## src/rtl/i2c_req_arbiter.sv

```systemverilog
// Round-robin arbiter that shares one i2c master between N_REQ clients, with a
// completion watchdog and an enforced bus-free gap after every transaction.
module i2c_req_arbiter #(
    parameter int N_REQ      = 4,
    parameter int IDX_W      = 2,
    parameter int GAP_CYCLES = 250,
    parameter int TIMEOUT    = 65535,
    parameter int TO_W       = 16
) (
    input  logic                 clk,
    input  logic                 rst_n,
    input  logic [N_REQ-1:0]     req,
    input  logic [7*N_REQ-1:0]   req_addr,
    input  logic [N_REQ-1:0]     req_rw,
    input  logic [8*N_REQ-1:0]   req_wdata,
    output logic [N_REQ-1:0]     grant,
    output logic [N_REQ-1:0]     rsp_valid,
    output logic [7:0]           rsp_rdata,
    output logic                 rsp_nack,
    output logic                 rsp_timeout,
    output logic                 m_trigger,
    output logic [6:0]           m_address,
    output logic                 m_rw,
    output logic [7:0]           m_din,
    input  logic                 m_done,
    input  logic                 m_nack,
    input  logic [7:0]           m_dout,
    output logic                 busy
);

    localparam int GAP_EFF = (GAP_CYCLES < 1) ? 1 : GAP_CYCLES;
    localparam int TO_EFF  = (TIMEOUT < 1) ? 1 : TIMEOUT;
    localparam logic [TO_W-1:0]  GAP_LAST = TO_W'(GAP_EFF - 1);
    localparam logic [TO_W-1:0]  TO_LAST  = TO_W'(TO_EFF - 1);
    localparam logic [IDX_W-1:0] IDX_MAX  = IDX_W'(N_REQ - 1);
    localparam logic [N_REQ-1:0] ONE_HOT0 = N_REQ'(1);

    typedef enum logic [2:0] {
        ST_IDLE   = 3'd0,
        ST_LAUNCH = 3'd1,
        ST_WAIT   = 3'd2,
        ST_RESP   = 3'd3,
        ST_GAP    = 3'd4
    } state_t;

    state_t             r_state;
    state_t             w_next_state;
    logic [IDX_W-1:0]   r_rr_ptr;
    logic [IDX_W-1:0]   r_idx;
    logic [TO_W-1:0]    r_cnt;
    logic [N_REQ-1:0]   r_grant;
    logic [N_REQ-1:0]   r_rsp_valid;
    logic [7:0]         r_rsp_rdata;
    logic               r_rsp_nack;
    logic               r_rsp_timeout;
    logic               r_m_trigger;
    logic [6:0]         r_m_address;
    logic               r_m_rw;
    logic [7:0]         r_m_din;
    logic               r_busy;
    logic [IDX_W-1:0]   w_win_idx;
    logic               w_win_found;
    logic               w_done_ok;
    logic               w_time_out;

    function automatic logic [IDX_W-1:0] wrap_add(input logic [IDX_W-1:0] base, input int off);
        int s;
        s = int'(base) + off;
        s = (s >= N_REQ) ? (s - N_REQ) : s;
        return IDX_W'(s);
    endfunction

    // Round-robin winner: scanned from the far end so the client nearest the pointer wins.
    always_comb begin
        w_win_idx   = '0;
        w_win_found = 1'b0;
        for (int k = N_REQ - 1; k >= 0; k--) begin
            w_win_idx   = req[wrap_add(r_rr_ptr, k)] ? wrap_add(r_rr_ptr, k) : w_win_idx;
            w_win_found = w_win_found | req[wrap_add(r_rr_ptr, k)];
        end
    end

    // Next-state logic; m_done takes priority over the watchdog on the same cycle.
    always_comb begin
        w_next_state = r_state;
        w_done_ok    = 1'b0;
        w_time_out   = 1'b0;
        case (r_state)
            ST_IDLE: begin
                if (w_win_found) begin
                    w_next_state = ST_LAUNCH;
                end else begin
                    w_next_state = ST_IDLE;
                end
            end
            ST_LAUNCH: w_next_state = ST_WAIT;
            ST_WAIT: begin
                if (m_done) begin
                    w_done_ok    = 1'b1;
                    w_next_state = ST_RESP;
                end else if (r_cnt == TO_LAST) begin
                    w_time_out   = 1'b1;
                    w_next_state = ST_RESP;
                end else begin
                    w_next_state = ST_WAIT;
                end
            end
            ST_RESP: w_next_state = ST_GAP;
            ST_GAP: begin
                if (r_cnt == GAP_LAST) begin
                    w_next_state = ST_IDLE;
                end else begin
                    w_next_state = ST_GAP;
                end
            end
            default: w_next_state = ST_IDLE;
        endcase
    end

    // State register.
    always_ff @(posedge clk or negedge rst_n) begin
        if (!rst_n) begin
            r_state <= ST_IDLE;
        end else begin
            r_state <= w_next_state;
        end
    end

    // Datapath: latched transaction fields, counters, round-robin pointer and response outputs.
    always_ff @(posedge clk or negedge rst_n) begin
        if (!rst_n) begin
            r_rr_ptr      <= '0;
            r_idx         <= '0;
            r_cnt         <= '0;
            r_grant       <= '0;
            r_rsp_valid   <= '0;
            r_rsp_rdata   <= 8'h00;
            r_rsp_nack    <= 1'b0;
            r_rsp_timeout <= 1'b0;
            r_m_trigger   <= 1'b0;
            r_m_address   <= 7'h00;
            r_m_rw        <= 1'b0;
            r_m_din       <= 8'h00;
            r_busy        <= 1'b0;
        end else begin
            // Trigger follows LAUNCH by one edge so it lands one cycle after grant.
            r_m_trigger <= (r_state == ST_LAUNCH);
            r_rsp_valid <= '0;
            r_busy      <= (w_next_state != ST_IDLE);
            case (r_state)
                ST_IDLE: begin
                    r_cnt <= '0;
                    if (w_win_found) begin
                        r_idx       <= w_win_idx;
                        r_grant     <= ONE_HOT0 << w_win_idx;
                        r_m_address <= req_addr[7*w_win_idx +: 7];
                        r_m_rw      <= req_rw[w_win_idx];
                        r_m_din     <= req_wdata[8*w_win_idx +: 8];
                    end else begin
                        r_grant     <= '0;
                    end
                end
                ST_LAUNCH: r_cnt <= '0;
                ST_WAIT: begin
                    r_cnt <= r_cnt + TO_W'(1);
                    if (w_done_ok || w_time_out) begin
                        r_rsp_valid   <= ONE_HOT0 << r_idx;
                        r_rsp_nack    <= w_done_ok & m_nack;
                        r_rsp_timeout <= w_time_out;
                        r_rsp_rdata   <= (w_done_ok && r_m_rw && !m_nack) ? m_dout : 8'h00;
                    end else begin
                        r_rsp_valid   <= '0;
                    end
                end
                ST_RESP: begin
                    r_grant  <= '0;
                    r_cnt    <= '0;
                    r_rr_ptr <= (r_idx == IDX_MAX) ? '0 : (r_idx + IDX_W'(1));
                end
                ST_GAP:  r_cnt <= r_cnt + TO_W'(1);
                default: r_cnt <= '0;
            endcase
        end
    end

    assign grant       = r_grant;
    assign rsp_valid   = r_rsp_valid;
    assign rsp_rdata   = r_rsp_rdata;
    assign rsp_nack    = r_rsp_nack;
    assign rsp_timeout = r_rsp_timeout;
    assign m_trigger   = r_m_trigger;
    assign m_address   = r_m_address;
    assign m_rw        = r_m_rw;
    assign m_din       = r_m_din;
    assign busy        = r_busy;

endmodule

```

## config.mk

```make
export PLATFORM = sky130hd
export DESIGN_NAME = i2c_req_arbiter
export DESIGN_NICKNAME = d
export VERILOG_FILES = /design/src/rtl/i2c_req_arbiter.sv
export SDC_FILE = /design/constraint.sdc
export NUM_CORES = 1
export LEC_CHECK = 0
export BUFFER_PORTS_ARGS = -buffer_cell sky130_fd_sc_hd__buf_4
export CAP_MARGIN = 10
export CORE_MARGIN = 3
export CORE_UTILIZATION = 54
export DETAILED_ROUTE_END_ITERATION = 8
export PLACE_DENSITY_LB_ADDON = 0.2
export SLEW_MARGIN = 20
export SYNTH_ARGS = -nofsm -noshare
export SYNTH_HDL_FRONTEND = slang
export SYNTH_SLANG_ARGS = --single-unit
```

## constraint.sdc

```tcl
create_clock -name clk -period 2.9 [get_ports clk]
set_input_delay 0.58 -clock clk [delete_from_list [all_inputs] [get_ports clk]]
set_output_delay 0.58 -clock clk [all_outputs]
set_load 0.02 [all_outputs]
```

=== Yosys cells after proc, flatten, opt, wreduce, memory -nomap -nowiden ===
Cells that the tools add are included.

* Word-level logic and storage cells: 93
* Bits in registers: 59
* Output and inout bits: 36
* Input bits: 80

* Shifts and indexed selects: 4
* Bitwise operators: 4
* Muxes and demuxes: 35
* Equality and inequality tests: 7
* Add/sub/neg operators: 9
* $lt $le $gt $ge: 9
* Reduce and logical (&&, ||, !) cells: 10
* $mul: 1

{| class="wikitable"
|+ Operator list
! cell !! count
|-
| $shiftx 32x6->8 || 1
|-
| $shiftx 28x6->7 || 1
|-
| $mux 2 || 9
|-
| $add 16x1->16 const B || 1
|-
| $eq 16x16->1 const B || 1
|-
| $eq 16x8->1 const B || 1
|-
| $mux 16 || 1
|-
| $lt 2x3->1 const B || 5
|-
| $pmux 3 s5 || 1
|-
| $mux 1 || 13
|-
| $mux 4 || 3
|-
| $bmux 1 s2 || 5
|-
| $ge 3x3->1 const B || 3
|-
| $mux 8 || 1
|-
| $pmux 4 s2 || 1
|-
| $shl 1x2->4 const A || 2
|-
| $sub 2x1->2 const B || 4
|-
| $add 2x2->3 const B || 2
|-
| $eq 3x2->1 const B || 2
|-
| $mul 3x2->5 const A || 1
|-
| $reduce_and 2->1 || 2
|-
| $add 2x1->3 const B || 1
|-
| $eq 3x1->1 const B || 1
|-
| $eq 3x3->1 const B || 1
|-
| other kinds (13) || 16
|}

=== Longest topological paths before layout ===
* Depth in word-level cells: 12
* Mapped depth: 8
* Depth with buffers taken out: 6

=== Worst setup path after synthesis ===
Ideal clock, no wire load.

* Path kind: input -> register
* From: input port req[0]
* To: register r_m_address[3], in the netlist m_address[3]
* Path slack: 0.981 ns
* Arrival time: 1.791 ns
* Data required time: 2.771 ns
* Stages on the path: 8
* Cell sequence: buf_6 > nor2b_4 > or4_4 > buf_6 > buf_12 > nand3_2 > a21o_2 > a21oi_2

* Word-level cells in the longest chain between the ends: 8
* Elaborated cells on any way between the ends: 18
* Classes of those cells: mul: 1; shift: 1; mux: 12; bitwise: 3; reduce/logical: 1

{| class="wikitable"
|+ Ends and longest elaborated chain
! item !! line !! RTL
|-
| from (decl) || 12 || <nowiki>input logic [N_REQ-1:0] req,</nowiki>
|-
| $bmux 1 s2 || 78, 79 ||
|-
| $mux 1 (not written as such) || 78, 79 ||
|-
| $mux 2 (4 in a row) || 78 || <nowiki>w_win_idx = req[wrap_add(r_rr_ptr, k)] ? wrap_add(r_rr_ptr, k) : w_win_idx;</nowiki>
|-
| $mul 3x2->5 || 156 || <nowiki>r_m_address <= req_addr[7*w_win_idx +: 7];</nowiki>
|-
| $shiftx 28x6->7 || 156 ||
|-
| to (signal assigned) || 156 ||
|-
| to (decl) || 57 || <nowiki>logic [6:0] r_m_address;</nowiki>
|}

Several ways; a longest one is shown, not always the timed one. The select of a mux whose other input is x is not followed.
A chain may end at the register's enable or synchronous reset.

=== Worst setup path in the final report ===
* From: register r_rr_ptr[0]
* To: register r_m_din[0], in the netlist m_din[0]

* Word-level cells in the longest chain between the ends: 10
* Elaborated cells on any way between the ends: 32
* Classes of those cells: add/sub: 7; order compare: 4; shift: 1; mux: 16; bitwise: 3; reduce/logical: 1

{| class="wikitable"
|+ Ends and longest elaborated chain
! item !! line !! RTL
|-
| from (decl) || 48 || <nowiki>logic [IDX_W-1:0] r_rr_ptr;</nowiki>
|-
| from (signal assigned) || 178 || <nowiki>r_rr_ptr <= (r_idx == IDX_MAX) ? '0 : (r_idx + IDX_W'(1));</nowiki>
|-
| $add 2x2->3 || 68 || <nowiki>s = int'(base) + off;</nowiki>
|-
| $ge 3x3->1 / $sub 2x1->2 (equally long branches) || 69 || <nowiki>s = (s >= N_REQ) ? (s - N_REQ) : s;</nowiki>
|-
| $mux 2 || 69 ||
|-
| $bmux 1 s2 || 78, 79 ||
|-
| $mux 1 (not written as such) || 78, 79 ||
|-
| $mux 2 (4 in a row) || 78 ||
|-
| $shiftx 32x6->8 || 158 || <nowiki>r_m_din <= req_wdata[8*w_win_idx +: 8];</nowiki>
|-
| to (signal assigned) || 158 ||
|-
| to (decl) || 59 || <nowiki>logic [7:0] r_m_din;</nowiki>
|}

Several ways; a longest one is shown, not always the timed one. The select of a mux whose other input is x is not followed.

==> flow_summary.yaml <==
drt:
  wl_mm: 8.81
  drtIter0Drc: 176
  wl_per_cell_um: 17.3
  drc_errors: 0
  vias: 2958
  vias_per_cell: 5.81
  drt-pass1-iter-count: 5
  postRouteAntennaNets: 0
floorplanning:
  die_w_um: 84.1
  die_area_sq_um: 7070
  die_h_um: 84.1
  initial_core_util: 0.577
  fp.coreArea_sq_um: 5710
  io_pins: 116
  rows: 27
timing:
  setup_viol: 0
  maxSlewHeadroom: 0.398
  rsz0062_at_grt: "no"
  min_period_over_period: 0.724
  slew_violations: 0
  skew_ns: 0.0104
  finalSetupTns_ns: 0
  hold_ws_ns: 0.303
  tightestPinTransition_ns: 0.904
  setup_slack_ns: 0.800
  finalHoldViolations: 0
  fmax_ghz: 0.476
  finalCriticalPeriod_ns: 2.10
cells_and_area:
  fin_util: 0.758
  diodes: 0
  syn_to_final_growth_pct: 31.5
  nets: 519
  n_fill_cell: 393
  drive_gt1_frac: 0.394
place:
  hpwl_mm: 6.41
  numPortBuffers: 115
  dp_slack_ns: 0.724
  globalplace.congestion: 0.897
logic_synthesis:
  synth_ff_type: "dfrtp_1"
  syn-mean-instance-area_sq_um: 10.2
  synth.top_cell.area_share: 0.448
  synthesis.nets: 409
  synth_warnings: 0
  synthArstFlopShare: 1.00
  netlist_instances: 322
  ys_top_cells_by_area: "dfrtp_1 (45%), nor2_1 (4.4%), a221oi_1 (4.3%), o21ai_0 (3.2%), a22o_1 (3.2%)"
  synthTopCellsByCount: "dfrtp_1 (59), nor2_1 (39), o21ai_0 (21)"
  synth.yosys.seq_area_share: 0.448
  synth_edf_count: 0
  synth-seq-cells: 59
  synth_area_leader_cell: "dfrtp_1"
  ys_types: 62
  yosysMostFrequentCell: "dfrtp_1"
  synth_area_sq_um: 3290
power_and_ir_drop:
  switching_share: 0.416
  seqPwrFrac: 0.335
  vdd.ir_drop.worst_v: 0.000501
  p_sw_w: 0.00162
  leakagePower_nw: 2.04
  p_comb_frac: 0.472
  clkPwrFrac: 0.193
  intPower_w: 0.00228
  power_density_nw_per_um2: 901
cts:
  cts_made_buffers: 9
  numClockSinks: 59
  clk_latency_ns: 0.33
  cts_buffer_depth: 2
  cts.clk_slew.worst_paths_ns: 0.07
  cts_setup_buffers: 0
  clockRootBuffer: "clkbuf_8"
  cts_tree: "built"
  cts_resized: 0
  htreeDepth: 3
  cts_hold_buf: 0
worst_setup_path:
  slowest_delay_ns: 0.75
  r2r_cells: 5
  endpoint_kind: "flip-flop"
  critPathBufInv: 0
  critPathArrivalTime_ns: 2.37
  cpLargestDelayFamily: "compound AO/OA/AOI/OAI gates"
  worstSetupStartpointType: "flip-flop"
  path_max_fanout: 9
  path_depth: 5
  cp_slowest_cell: "a221oi_2"
  setup.worst_path.class: "flip-flop to flip-flop"
  path_cells: "nand2b_2, nand2b_1, a221oi_2, a221oi_1, a21oi_2"
  required_ns: 3.17
grt:
  overflow: 0
  grt_max_degree: 60
  grt_pass1_wl_mm: 14.4
  grtUsageTotal: 0.253
  grt_pass1_vias: 2977
  antenna_found_initial: 0
min_path:
  hold_path_class: "primary input to async pin"
job:
  drv_cap: 0
status:
  status: "finished clean"
[worst paths after layout]
kind                            slack, ns            to        start
worst max register to register       0.80      m_din[0]  r_rr_ptr[0]
min in group clk                     0.46  rsp_rdata[1]    m_dout[1]
max in group asynchronous            2.11  rsp_rdata[7]        rst_n
worst min-delay path                 0.30      m_din[5]        rst_n
worst max-delay path                 0.80      m_din[0]  r_rr_ptr[0]
worst min register to register       0.49   rsp_timeout  rsp_timeout
[metal layers]
metal  wire length, um  track usage
met2              4240        0.420
met4               214        0.107
met1              3660        0.313
met5                 0            0
met3               690       0.0642
[power groups by stage]
stage / logic, W / clock network, W / registers (W)
CTS: 0.00186 / 0.000766 / 0.00130
global placement: 0.00180 / 0 / 0.00131
finish: 0.00184 / 0.000751 / 0.00131
detailed placement: 0.00185 / 0 / 0.00132
floorplan: 0.00107 / 0 / 0.00148
global route: 0.00201 / 0.000810 / 0.00134
[registers in the layout, summed over array words and instances, names as in the netlist]
name and flops:
rsp_valid 4, r_idx 2, rsp_nack 1, grant 4, m_rw 1, m_address 7, rsp_timeout 1, r_state 3
m_trigger 1, rsp_rdata 8, busy 1, m_din 8, r_rr_ptr 2, r_cnt 16
[cell type report]
cell class              instances  area, sq um  area share
inverters                      11         41.3     0.00954
well taps                      72         90.1      0.0208
flip-flops and latches         59         1480       0.341
clock buffers                  10          138      0.0318
repair buffers                116          871       0.201
clock inverters                 6         63.8      0.0147
multi-input cells             235         1650       0.381
[logic make-up after synthesis]
family / after synthesis / synth area share
AND/OR/NAND/NOR: 115 / 0.211
adder cells (fa/ha/maj): 7 / 0.0266
AO/OA/AOI/OAI: 98 / 0.223
XOR/XNOR: 14 / 0.0372
buffers and inverters: 28 / 0.0509
multiplexers: 1 / 0.00342
flip-flops: 59 / 0.448
[stage by stage]
stage	cell area (sq um)	std cells	total power [W]
detailed placement	4130	493	0.00316
finish	4330	509	0.00390
floorplan	3290	322	0.00255
global placement	4130	493	0.00311
CTS	4330	509	0.00393
global route	4330	509	0.00417
[placed cells by master (no fill, tap or decap), types with 3 or more instances in the layout]
cell,count
a221oi_1,16
ha_1,7
clkbuf_8,10
nor3_1,3
o21ai_0,21
xor2_1,11
nand2b_1,5
nor2_1,39
a21oi_1,14
nand3_2,10
a21o_1,12
dfrtp_1,59
nand2_1,12
nand3_1,14
nand4_1,6
xnor2_1,3
a21oi_2,5
a22o_1,12
a21o_2,5
inv_1,11
buf_4,116
(Power assumes the default switching activity.)
